==> src/rtl/serdes_pkg.sv <==
// Shared types and the wire-to-word bit mapping for the serial frame receiver.
// The mapping function is also used by the bench's reference model.
package serdes_pkg;

    typedef enum logic {
        HUNT   = 1'b0,
        LOCKED = 1'b1
    } rx_state_t;

    localparam int N_LANES_DEF    = 8;
    localparam int LANE_WIDTH_DEF = 8;

    // Wire bit n sits in sub-frame n/N_LANES at position n%N_LANES.
    // Both levels are sent MSB first: highest lane first, highest bit first.
    function automatic int wire_to_word_index(input int n,
                                              input int n_lanes    = N_LANES_DEF,
                                              input int lane_width = LANE_WIDTH_DEF);
        int s;
        int p;
        s = n / n_lanes;
        p = n % n_lanes;
        return (n_lanes - 1 - p) * lane_width + (lane_width - 1 - s);
    endfunction

endpackage

==> src/rtl/serdes_word_fifo.sv <==
// Small synchronous word FIFO; a pop frees a slot in the same cycle, so a
// push into a full FIFO is accepted when it coincides with a pop.
module serdes_word_fifo #(
    parameter int WIDTH = 64,
    parameter int DEPTH = 2
) (
    input  logic             clk,
    input  logic             rst_n,
    input  logic             push,
    input  logic [WIDTH-1:0] push_data,
    input  logic             pop,
    output logic [WIDTH-1:0] rd_data,
    output logic             full,
    output logic             empty
);
    localparam int AW = $clog2(DEPTH);

    logic [DEPTH-1:0][WIDTH-1:0] mem;
    logic [AW-1:0]               wr_ptr;
    logic [AW-1:0]               rd_ptr;
    logic [AW:0]                 count;
    logic                        do_push;
    logic                        do_pop;

    assign empty   = (count == '0);
    assign full    = (count == (AW+1)'(DEPTH));
    assign do_pop  = pop && !empty;
    assign do_push = push && (!full || do_pop);
    assign rd_data = mem[rd_ptr];

    always_ff @(posedge clk or negedge rst_n) begin
        if (!rst_n) begin
            mem    <= '0;
            wr_ptr <= '0;
            rd_ptr <= '0;
            count  <= '0;
        end else begin
            if (do_push) begin
                mem[wr_ptr] <= push_data;
                wr_ptr      <= wr_ptr + 1'b1;
            end
            if (do_pop)
                rd_ptr <= rd_ptr + 1'b1;
            count <= count + (AW+1)'(do_push) - (AW+1)'(do_pop);
        end
    end

endmodule

==> src/rtl/serdes_frame_rx.sv <==
// Single-clock serial frame receiver: hunts for word sync, un-transposes the
// wire frame into lane words and hands them out through a small FIFO.
module serdes_frame_rx
    import serdes_pkg::*;
#(
    parameter int N_LANES    = N_LANES_DEF,
    parameter int LANE_WIDTH = LANE_WIDTH_DEF,
    parameter int FIFO_DEPTH = 2
) (
    input  logic                          sclk,
    input  logic                          reset_n,
    input  logic                          ser_in,
    input  logic                          sync_in,
    output logic [N_LANES*LANE_WIDTH-1:0] out_data,
    output logic                          out_valid,
    input  logic                          out_ready,
    output logic                          locked,
    output logic                          sync_err,
    output logic                          overflow,
    output logic [7:0]                    err_count
);
    localparam int W     = N_LANES * LANE_WIDTH;
    localparam int CNT_W = $clog2(W);
    localparam logic [CNT_W-1:0] LAST = CNT_W'(W - 1);

    rx_state_t      state;
    logic [CNT_W-1:0] bit_cnt;
    logic [W-1:0]   shadow;
    logic [W-1:0]   word_next;
    logic           at_last;
    logic           push;
    logic           pop;
    logic           frame_err;
    logic           fifo_full;
    logic           fifo_empty;

    // Drop the incoming bit straight into its lane slot; the complete word
    // (including bit W-1) is therefore available on the sampling edge.
    always_comb begin
        word_next = shadow;
        for (int n = 0; n < W; n++) begin
            if (bit_cnt == CNT_W'(n))
                word_next[CNT_W'(wire_to_word_index(n, N_LANES, LANE_WIDTH))] = ser_in;
        end
    end

    assign at_last   = (state == LOCKED) && (bit_cnt == LAST);
    assign push      = at_last && sync_in;
    assign frame_err = (state == LOCKED) && (at_last ? !sync_in : sync_in);
    assign out_valid = !fifo_empty;
    assign pop       = out_valid && out_ready;

    always_ff @(posedge sclk or negedge reset_n) begin
        if (!reset_n) begin
            state     <= HUNT;
            bit_cnt   <= '0;
            shadow    <= '0;
            locked    <= 1'b0;
            sync_err  <= 1'b0;
            overflow  <= 1'b0;
            err_count <= '0;
        end else begin
            sync_err <= frame_err;
            overflow <= push && fifo_full && !pop;
            if (frame_err && err_count != 8'hFF)
                err_count <= err_count + 8'd1;
            case (state)
                HUNT: begin
                    bit_cnt <= '0;
                    if (sync_in) begin
                        state  <= LOCKED;
                        locked <= 1'b1;
                    end
                end
                LOCKED: begin
                    shadow <= word_next;
                    if (at_last) begin
                        bit_cnt <= '0;
                        if (!sync_in) begin
                            state  <= HUNT;
                            locked <= 1'b0;
                        end
                    end else if (sync_in) begin
                        bit_cnt <= '0;
                    end else begin
                        bit_cnt <= bit_cnt + 1'b1;
                    end
                end
                default: begin
                    state  <= HUNT;
                    locked <= 1'b0;
                end
            endcase
        end
    end

    serdes_word_fifo #(
        .WIDTH(W),
        .DEPTH(FIFO_DEPTH)
    ) u_fifo (
        .clk      (sclk),
        .rst_n    (reset_n),
        .push     (push),
        .push_data(word_next),
        .pop      (pop),
        .rd_data  (out_data),
        .full     (fifo_full),
        .empty    (fifo_empty)
    );

endmodule

==> config.mk <==
export PLATFORM = sky130hd
export DESIGN_NAME = serdes_frame_rx
export DESIGN_NICKNAME = d
export VERILOG_FILES = /design/src/rtl/serdes_pkg.sv /design/src/rtl/serdes_word_fifo.sv /design/src/rtl/serdes_frame_rx.sv
export SDC_FILE = /design/constraint.sdc
export NUM_CORES = 1
export LEC_CHECK = 0
export ABC_AREA = 1
export ABC_CLOCK_PERIOD_IN_PS = 3050
export BUFFER_PORTS_ARGS = -buffer_cell sky130_fd_sc_hd__buf_2
export CAP_MARGIN = 10
export CORE_ASPECT_RATIO = 0.6
export CORE_UTILIZATION = 55
export CTS_BUF_LIST = sky130_fd_sc_hd__clkbuf_16
export CTS_CLUSTER_DIAMETER = 40
export DETAILED_ROUTE_END_ITERATION = 12
export HOLD_SLACK_MARGIN = 0.05
export PLACE_DENSITY = 0.77
export SLEW_MARGIN = 10
export SYNTH_ARGS = -nofsm -noshare
export SYNTH_HDL_FRONTEND = slang
export SYNTH_SLANG_ARGS = --single-unit
==> constraint.sdc <==
create_clock -name sclk -period 3.05 [get_ports sclk]
set_clock_uncertainty 0.05 [all_clocks]
set_input_delay 0.61 -clock sclk [delete_from_list [all_inputs] [get_ports sclk]]
set_output_delay 0.61 -clock sclk [all_outputs]
set_load 0.03 [all_outputs]
==> results.toml <==
[status]
status = "finished clean"

[grt]
grt_pass1_vias = 5072
grt_pass1_wl_mm = 25.1
overflow = 0
antenna_found_initial = 0
track_usage_pct = 28.9
grt_max_degree = 65

[timing]
setup_slack_ns = 0.484
slew_viol_final = 0
slew_headroom_pct = 55.3
fin_tns_setup_ns = 0
whs_ns = 0.145
max_slew.worst_pin.slew_ns = 0.668
period_share_pct = 84.1
setup_viol = 0
rsz0062_at_grt = "no"
hold_viol = 0
finalCriticalPeriod_ns = 2.57
fmaxAchievable_mhz = 390

[die]
core_area_um2 = 10600
ioPinCount = 81
rows = 29
die_w_um = 137
die-area_um2 = 11400
die_h_um = 83.3
initial_core_util_pct = 56.9

[clocking]
clk_latency_ns = 0.42
hold_buffers = 0
cts_tree = "yes"
cts_sinks = 118
ctsResizeCount = 0
cts_setup_buffers = 0
cts_buffers = 17
cts.path.max_buffers = 2
cts_max_level = 4
clkTransAtPathRegs_ns = 0.06
clk_root_buffer_cell = "clkbuf_16"

[logic_synthesis]
synth.area.top_cells = "dfrtp_1 (49%), nand2_1 (21%), nand3_1 (8.3%)"
syn_area_um2 = 6050
synth_top_area_share_pct = 48.8
yosysSeqAreaShare_pct = 48.8
yosysTopAreaCell = "dfrtp_1"
syn_inst = 804
ys_seq_elements = 118
ys_types = 26
avgSynthCellArea_um2 = 7.53
yosys_warnings = 0

[cells_and_area]
layout-drive-gt1-share_pct = 11.2
nets = 855
finalNonFillerCells = 995
final_cell_mix = "nand2_1 (341), dfrtp_1 (117), nand3_1 (100), o21ai_0 (49), buf_2 (47)"
design_area_um2 = 6870
synthToLayoutAreaGrowth_pct = 13.5
diodes = 0
mostFrequentLayoutCell = "nand2_1"

[power_and_ir_drop]
pwr_density_cell_nw_per_um2 = 636
p_leak_nw = 3.87
max-vdd-ir-drop_uv = 687

[route]
vias = 5433
drt_pass1_iterations = 5
vias_per_cell = 5.46
finalWirelength_mm = 15.5
drtIter0Drc = 582
route.antenna.remaining_nets = 0
drc = 0
post_drt_wl_per_cell_um = 15.6

[place]
place_inst = 964
gp_congestion = 0.900
post-place-ws_ns = 0.770
io_buffers = 48
placed_cell_area_um2 = 6290
dpl.hpwl_mm = 10.2

[run]
max_cap_violations = 0

[worst_setup_path]
startpoint_type = "flip-flop"
crit_fanout = 20
arrival_ns = 1.91
worstPathRequired_ns = 2.39
crit_path_end_kind = "output port"
critical_path_class = "reg2out"

[worst_hold_path]
hp-class = "in2async"
==> synthesized netlist by cell type <==
library cell,instances
a31oi_1,12
buf_1,6
buf_2,10
buf_4,33
buf_6,4
clkbuf_1,17
clkinv_1,1
conb_1,1
dfrtp_1,118
ha_1,6
inv_1,46
nand2_1,341
nand2_2,1
nand3_1,100
nand3_2,2
nand3b_1,1
nand4_1,4
nor2_1,39
nor2_2,1
nor2_4,1
nor3_2,1
nor3b_1,2
o21ai_0,49
o21bai_1,1
xnor2_1,1
xor2_1,6
==> cells by family after synthesis <==
logic type	after synthesis	synth area share, %
other	1	0.0619
AOI/OAI and AO/OA	62	5.41
xor gates and xnor gates	7	1.01
and+or+nand+nor	493	33.5
buffers and inverters	117	10.0
adders and majority gates	6	1.24
DFF	118	48.8
==> report_power, final <==
group	switching, W	internal (W)	total (W)
Clock	0.000727	0.00127	0.00200
Combinational	0.000513	0.000150	0.000663
Sequential	0.0000707	0.00164	0.00171
==> sequential cells by signal, indices dropped and copies added, names as in the netlist <==
name	flops
shadow	32
locked	1
err_count	8
u_fifo.wr_ptr	1
bit_cnt	6
u_fifo.count	2
overflow	1
u_fifo.rd_ptr	1
state	1
u_fifo.mem	64
sync_err	1
==> worst max-delay path: stages, from the launching register on <==
cell and delay [ns]:
dfrtp_1 0.34, clkinv_1 0.41, buf_4 0.40, nand2_1 0.10, nand2_1 0.06, buf_2 0.17
==> metrics by stage <==
step | total power, W | utilization, %
2_1_floorplan | 0.00220 | -
3_3_place_gp | 0.00236 | 59.1
3_5_place_dp | 0.00239 | 59.1
4_1_cts | 0.00438 | 64.7
5_1_grt | 0.00452 | 64.7
6_report | 0.00437 | 64.7
==> path summary, 6_finish.rpt <==
| kind | start | end | slack, ns | depth (start not counted) |
|---|---|---|---|---|
| setup reg to reg | bit_cnt[0] | u_fifo.mem[24] | 0.67 | 7 |
| hold / removal | reset_n | u_fifo.mem[85] | 0.14 | 1 |
| setup / recovery | u_fifo.rd_ptr | out_data[23] | 0.48 | 5 |
| hold reg to reg | shadow[5] | shadow[5] | 0.43 | 2 |
| max in group asynchronous | reset_n | err_count[3] | 2.09 | 2 |
| min in group sclk | shadow[5] | shadow[5] | 0.43 | 2 |
==> layout make-up <==
cell class | instances | area, µm²
flip-flops and latches | 118 | 2950
multi-input cells | 600 | 2610
well taps | 139 | 174
clock buffers | 17 | 425
clock inverters | 14 | 161
inverters | 47 | 176
repair buffers | 60 | 370
fillers | 898 | 3760
==> routing by layer <==
metal / up-vias / global-route usage, % / routed length [µm]
li1: 2564 / - / -
met1: 2601 / 43.0 / 7140
met2: 244 / 40.5 / 6820
met3: 24 / 6.53 / 1330
met4: 0 / 11.7 / 210
met5: - / 0 / 0
No activity file was read; power rests on OpenSTA's default activity.
